**src/rtl/toilet_pkg.sv**
```systemverilog
// Shared constants for the toilet input front-end: channel indices, register
// reset defaults and the debounce state encoding.
package toilet_pkg;

  localparam int N_CH        = 7;
  localparam int CH_PRESENCE = 0;
  localparam int CH_SEAT     = 1;
  localparam int CH_SPRAY    = 2;
  localparam int CH_MODE     = 3;
  localparam int CH_AUTO     = 4;
  localparam int CH_AUTO_DIS = 5;
  localparam int CH_DE_UR    = 6;

  localparam logic RST_SPRAY_EN      = 1'b0;
  localparam logic RST_SPRAY_MODE    = 1'b0;
  localparam logic RST_SP_DR_AUTO_EN = 1'b1;
  localparam logic RST_AUTO_DIS_EN   = 1'b1;
  localparam logic RST_DE_UR         = 1'b0;

  typedef enum logic {
    ST_STABLE = 1'b0,
    ST_CHECK  = 1'b1
  } deb_state_t;

endpackage

```
**src/rtl/input_debounce.sv**
```systemverilog
// One input channel: 2-FF synchroniser followed by a STABLE/CHECK debouncer.
// press/unpress are combinational pulses in the cycle before level changes.
module input_debounce
  import toilet_pkg::*;
#(
  parameter int DEB_CNT = 20000,
  parameter int DEB_W   = 15
) (
  input  logic       clk,
  input  logic       reset,
  input  logic       raw,
  output logic       level,
  output logic       press,
  output logic       unpress,
  output deb_state_t state
);

  localparam logic [DEB_W-1:0] LAST = DEB_W'(DEB_CNT - 1);

  logic             sync_q1;
  logic             sync_q2;
  deb_state_t       state_next;
  logic [DEB_W-1:0] cnt;
  logic [DEB_W-1:0] cnt_next;
  logic             level_next;

  always_ff @(posedge clk) begin
    if (reset) begin
      sync_q1 <= 1'b0;
      sync_q2 <= 1'b0;
      state   <= ST_STABLE;
      cnt     <= '0;
      level   <= 1'b0;
    end else begin
      sync_q1 <= raw;
      sync_q2 <= sync_q1;
      state   <= state_next;
      cnt     <= cnt_next;
      level   <= level_next;
    end
  end

  // The first differing sample already counts as 1, so a level is accepted
  // after DEB_CNT consecutive differing synchronised samples.
  always_comb begin
    state_next = state;
    cnt_next   = cnt;
    level_next = level;
    press      = 1'b0;
    unpress    = 1'b0;
    case (state)
      ST_STABLE: begin
        cnt_next = '0;
        if (sync_q2 != level) begin
          state_next = ST_CHECK;
          cnt_next   = DEB_W'(1);
        end
      end
      ST_CHECK: begin
        if (sync_q2 == level) begin
          state_next = ST_STABLE;
          cnt_next   = '0;
        end else if (cnt == LAST) begin
          state_next = ST_STABLE;
          cnt_next   = '0;
          level_next = sync_q2;
          press      = sync_q2;
          unpress    = ~sync_q2;
        end else begin
          cnt_next = cnt + DEB_W'(1);
        end
      end
      default: begin
        state_next = ST_STABLE;
        cnt_next   = '0;
      end
    endcase
  end

endmodule

```
**src/rtl/toilet_input_ctrl.sv**
```systemverilog
// Input conditioning for the toilet controller core: debounced sensor levels
// and button-driven control registers. Optional: TOILET_INPUT_LONG_PRESS_EN.
module toilet_input_ctrl
  import toilet_pkg::*;
#(
  parameter int DEB_CNT  = 20000,
  parameter int DEB_W    = 15,
  parameter int LONG_CNT = 2000000
) (
  input  logic clk,
  input  logic reset,
  input  logic sns_presence,
  input  logic sns_seat,
  input  logic btn_spray,
  input  logic btn_mode,
  input  logic btn_auto,
  input  logic btn_auto_dis,
  input  logic btn_de_ur,
  input  logic count_drying_done,
  input  logic count_dis_done,
  output logic reg_user_en,
  output logic reg_toilet_using,
  output logic reg_spray_en,
  output logic reg_spray_mode,
  output logic reg_sp_dr_auto_en,
  output logic reg_auto_dis_en,
  output logic reg_de_ur
);

  logic [N_CH-1:0] raw;
  logic [N_CH-1:0] lvl;
  logic [N_CH-1:0] prs;
  logic [N_CH-1:0] unp;
  logic [N_CH-1:0] deb_checking;
  logic            spray_clr;
  logic            mode_toggle;
  logic            long_fire;
  logic            unused_sig;

  assign raw[CH_PRESENCE] = sns_presence;
  assign raw[CH_SEAT]     = sns_seat;
  assign raw[CH_SPRAY]    = btn_spray;
  assign raw[CH_MODE]     = btn_mode;
  assign raw[CH_AUTO]     = btn_auto;
  assign raw[CH_AUTO_DIS] = btn_auto_dis;
  assign raw[CH_DE_UR]    = btn_de_ur;

  for (genvar ch = 0; ch < N_CH; ch++) begin : g_deb
    input_debounce #(
      .DEB_CNT(DEB_CNT),
      .DEB_W  (DEB_W)
    ) u_deb (
      .clk    (clk),
      .reset  (reset),
      .raw    (raw[ch]),
      .level  (lvl[ch]),
      .press  (prs[ch]),
      .unpress(unp[ch]),
      .state  (deb_checking[ch])
    );
  end

  assign reg_user_en      = lvl[CH_PRESENCE];
  assign reg_toilet_using = lvl[CH_SEAT];

  // Leaving the seat cancels a pending spray just like the drying-done pulse.
  assign spray_clr = count_drying_done | unp[CH_SEAT];

`ifdef TOILET_INPUT_LONG_PRESS_EN
  localparam int LONG_W = (LONG_CNT > 1) ? $clog2(LONG_CNT) : 1;
  localparam logic [LONG_W-1:0] LONG_LAST = LONG_W'(LONG_CNT - 1);

  logic [LONG_W-1:0] long_cnt;
  logic              long_done;

  always_ff @(posedge clk) begin
    if (reset || !lvl[CH_MODE]) begin
      long_cnt  <= '0;
      long_done <= 1'b0;
    end else if (!long_done) begin
      if (long_cnt == LONG_LAST) long_done <= 1'b1;
      else                       long_cnt  <= long_cnt + LONG_W'(1);
    end
  end

  assign long_fire   = lvl[CH_MODE] & ~long_done & (long_cnt == LONG_LAST);
  assign mode_toggle = unp[CH_MODE] & ~long_done;
  assign unused_sig  = ^{prs, unp, deb_checking};
`else
  assign long_fire   = 1'b0;
  assign mode_toggle = prs[CH_MODE];
  assign unused_sig  = ^{prs, unp, deb_checking, LONG_CNT[0]};
`endif

  always_ff @(posedge clk) begin
    if (reset) begin
      reg_spray_en      <= RST_SPRAY_EN;
      reg_spray_mode    <= RST_SPRAY_MODE;
      reg_sp_dr_auto_en <= RST_SP_DR_AUTO_EN;
      reg_auto_dis_en   <= RST_AUTO_DIS_EN;
      reg_de_ur         <= RST_DE_UR;
    end else begin
      // A press cancels an active spray and only arms it while seated.
      if (spray_clr)          reg_spray_en <= 1'b0;
      else if (prs[CH_SPRAY]) reg_spray_en <= ~reg_spray_en & reg_toilet_using;

      if (long_fire) begin
        reg_spray_mode    <= RST_SPRAY_MODE;
        reg_sp_dr_auto_en <= RST_SP_DR_AUTO_EN;
        reg_auto_dis_en   <= RST_AUTO_DIS_EN;
      end else begin
        if (mode_toggle)       reg_spray_mode    <= ~reg_spray_mode;
        if (prs[CH_AUTO])      reg_sp_dr_auto_en <= ~reg_sp_dr_auto_en;
        if (prs[CH_AUTO_DIS])  reg_auto_dis_en   <= ~reg_auto_dis_en;
      end

      if (count_dis_done || long_fire) reg_de_ur <= 1'b0;
      else if (prs[CH_DE_UR])          reg_de_ur <= ~reg_de_ur;
    end
  end

endmodule

```
**config.mk**
```make
export PLATFORM = sky130hd
export DESIGN_NAME = toilet_input_ctrl
export DESIGN_NICKNAME = d
export VERILOG_FILES = /design/src/rtl/toilet_pkg.sv /design/src/rtl/input_debounce.sv /design/src/rtl/toilet_input_ctrl.sv
export SDC_FILE = /design/constraint.sdc
export NUM_CORES = 1
export LEC_CHECK = 0
export ABC_AREA = 1
export CORE_ASPECT_RATIO = 0.6
export CORE_MARGIN = 2
export CORE_UTILIZATION = 55
export CTS_CLUSTER_SIZE = 14
export DETAILED_ROUTE_END_ITERATION = 7
export GPL_TIMING_DRIVEN = 0
export PLACE_DENSITY = 0.75
export SYNTH_ARGS = -nofsm -noshare
export SYNTH_HDL_FRONTEND = slang
export SYNTH_SLANG_ARGS = --single-unit
```
**constraint.sdc**
```tcl
create_clock -name clk -period 1.26 [get_ports clk]
set_input_delay 0.252 -clock clk [delete_from_list [all_inputs] [get_ports clk]]
set_output_delay 0.252 -clock clk [all_outputs]
set_load 0.05 [all_outputs]
```
==> reports/metrics.yaml <==
viasPerCell: 5.29
port-buffer-count: 17
rsz0062_at_grt: "true"
hpwl_um: 8710
power_switching_mw: 2.07
crit_type: "reg2reg"
coreArea_um2: 11300
ys_warn_count: 0
max_freq_mhz: 687
drcViolationCount: 0
die_area_um2: 12500
holdWs_ns: 0.351
synth_seq_cells: 138
hold_viol: 0
r2r_slack_ns: -0.20
p_leak_nw: 3.36
grt-ovfl-total: 0
fin_crit_ns: 1.46
synth_area_um2: 6400
drv_cap: 0
cp_num_cells: 7
multi_input_area_um2: 4090
cts-root-buf: "clkbuf_16"
place_ws_ns: -0.684
grt_first_pass_wirelength_um: 24700
drv_slew: 0
gp_congestion: 0.822
ys_seq_area_share_pct: 43.2
drt_wl_total_um: 17800
ant_nets: 0
crit_end: "g_deb[5].u_deb.cnt[4]"
fp-row-count: 30
met1_usage_pct: 34.0
hold_path.class: "in2reg"
synth_cell_types: 35
fin_crit_sh_pct: 116
synth_flop_cell: "dfxtp_1"
ctsLongestPathBuffers: 2
cp-end-kind: "flip-flop"
path_cells: "ha_4 > nand2_4 > nor2_4 > nand4_1 > o21ai_2 > buf_6 > a21oi_1"
ff2ff_path_depth: 7
placed_cells: 1076
avgRoutedWirePerCell_um: 15.2
finish.utilization_pct: 80.8
cp_max_fo: 10
start_util_pct: 56.4
relSlewSlack_pct: 76.4
io_pins: 18
tightest_slew_ns: 0.350
syn_area_per_cell_um2: 7.12
async_flop_share_pct: 0
cp.buffers_inverters: 1
clkTransAtPathRegs_ns: 0.06
synthToLayoutAreaGrowth_pct: 43.1
layout_setup_ws_ns: -0.196
pwr-share-comb_pct: 1.9
switching_share_pct: 21.7
cts_buffers: 17
die_w_um: 143
diodes: 0
hold_buffers: 0
cpPeakStageDelay_ns: 0.35
grt_usage_pct: 24.7
crit_required_ns: 1.57
crit_family: "simple AND/OR/NAND/NOR gates"
clock-sinks: 138
reg2reg_from: "g_deb[5].u_deb.cnt[1]"
crit_path_start_kind: "flip-flop"
fin_worst_skew_ns: 0.0115
crit_path_top_delay_cell: "dfxtp_2"
r2r_end: "g_deb[5].u_deb.cnt[4]"
setup_violations: 97
met2_usage_pct: 39.2
first_pass_iters: 5
clkLatencyLatePin_ns: 0.43
pwr-share-seq_pct: 46.2
p_int_mw: 7.45
seqCellArea_um2: 2870
fill_cells: 668
cts_tree: "done"
synthesis.instances: 899
ir_worst_vdd_v: 0.00103
die_y_um: 87.5
fin_cells: 1175
grt_max_degree: 17
num_vias: 6213
grt_pass1_vias: 5412
cp.arrival_ns: 1.76
top_usage_layer: "met2"
htree_num_levels: 4
power_frac_clock_pct: 51.9
pwr_density_cell_nw_per_um2: 1040
crit_start: "g_deb[5].u_deb.cnt[1]"
drive_gt1_share_pct: 41.8
fin_nets: 1020
synth_edf_count: 0
met3_usage_pct: 5.63
status: "finished, violations left"
violations: "negative setup slack"
grt_antenna_before_repair: 0
synthesis.nets: 917
drt_iter0_drc: 391
area by class of cell:
| cell class | count | share of cell area (%) |
|---|---|---|
| timing repair buffer | 84 | 8.39 |
| buffer | 10 | 1.09 |
| inverter | 139 | 5.95 |
| sequential | 138 | 31.4 |
| tap | 160 | 2.19 |
| clock inverter | 12 | 1.35 |
| multi-input combinational | 612 | 44.7 |
| clock buffer | 20 | 4.99 |
cell usage after synthesis, types with 5 or more instances:
| library cell | n | area share, % |
|---|---|---|
| xor2_1 | 23 | 3.1 |
| nand4_1 | 21 | 2.1 |
| nand2_1 | 182 | 11 |
| xnor2_1 | 8 | 1.1 |
| nor3b_1 | 8 | 0.94 |
| nor2_2 | 5 | 0.49 |
| a21oi_2 | 7 | 0.96 |
| or2_0 | 8 | 0.78 |
| nor3_1 | 29 | 2.3 |
| ha_1 | 7 | 1.4 |
| inv_1 | 136 | 8.0 |
| nor2_1 | 159 | 9.3 |
| dfxtp_1 | 138 | 43 |
| or2_2 | 9 | 0.88 |
| nand3_1 | 65 | 5.1 |
| o21ai_0 | 12 | 0.94 |
| a21oi_1 | 45 | 3.5 |
worst register-to-register path: stages, from the launching register on:
cell and delay, ns:
dfxtp_2 0.35, ha_4 0.15, nand2_4 0.06, nor2_4 0.15, nand4_1 0.17, o21ai_2 0.23
buf_6 0.18, a21oi_1 0.05
worst min-delay path by stage:
stage | start | end | slack (ns) | cells after the start
2_1_floorplan | sns_presence | g_deb[0].u_deb.sync_q1 | 0.36 | 2
3_3_place_gp | g_deb[3].u_deb.sync_q1 | g_deb[3].u_deb.sync_q2 | 0.39 | 2
3_5_place_dp | g_deb[2].u_deb.sync_q1 | g_deb[2].u_deb.sync_q2 | 0.40 | 2
4_1_cts | btn_de_ur | g_deb[6].u_deb.sync_q1 | 0.35 | 3
5_1_grt | reset | g_deb[6].u_deb.state | 0.37 | 4
6_report | sns_seat | g_deb[1].u_deb.sync_q1 | 0.35 | 3
flip-flops by register name, summed over array words and instances, names as in the netlist:
| name | cells |
|---|---|
| g_deb.u_deb.cnt | 105 |
| g_deb.u_deb.level | 7 |
| g_deb.u_deb.state | 7 |
| g_deb.u_deb.sync_q1 | 7 |
| g_deb.u_deb.sync_q2 | 7 |
| reg_auto_dis_en | 1 |
| reg_de_ur | 1 |
| reg_sp_dr_auto_en | 1 |
| reg_spray_en | 1 |
| reg_spray_mode | 1 |
power groups by stage:
stage / clock (mW) / combinational (mW) / sequential (mW)
floorplan: 0 / 0.0683 / 4.51
global placement: 0 / 0.120 / 4.52
detailed placement: 0 / 0.122 / 4.52
CTS: 4.94 / 0.145 / 4.42
global route: 5.16 / 0.195 / 4.40
finish: 4.94 / 0.177 / 4.40
timing repair:
item / CTS / global route
cloned: 5 / 1
pin swaps: 37 / 52
buffers inserted: 35 / 26
setup endpoints to repair: 141 / 126
resized for setup: 167 / 236
kinds of logic (layout without fill, tap and decap cells):
logic type / after synthesis / in the layout / synth area share [%]
compound gates: 67 / 67 / 5.97
buf+inv: 149 / 265 / 9.39
simple gates: 507 / 507 / 35.8
flops: 138 / 138 / 43.2
fa+ha+maj: 7 / 7 / 1.37
xor+xnor: 31 / 31 / 4.24
routing by layer:
layer	part of all wire [%]	wire [um]	up-vias
met3	5.3	940	57
met2	48	8500	214
met4	3.1	555	0
met1	44	7840	2913
met5	0	0	-
li1	-	-	3029
layout by cell type, fill, tap and decap left out, types with 21 or more instances in the layout:
master     n
nand2_1  146
inv_1    108
nor2_1   105
dfxtp_1   82
buf_4     50
dfxtp_2   40
nor2_2    33
nand3_1   33
nor2_4    30
buf_6     30
a21oi_2   30
nand2_2   28
inv_2     24
nand4_1   21
nand3_2   21
a21oi_1   21
stage by stage:
| step | cell area, um^2 | setup TNS, ns | power (mW) |
|---|---|---|---|
| 5_1_grt | 9160 | -14.39 | 9.76 |
| 6_report | 9160 | -9.26 | 9.51 |
| 2_1_floorplan | 6540 | -0.845 | 4.58 |
| 4_1_cts | 8200 | -5.07 | 9.50 |
| 3_5_place_dp | 6910 | -65.78 | 4.64 |
| 3_3_place_gp | 6910 | -67.52 | 4.64 |
(Power assumes the default switching activity.)
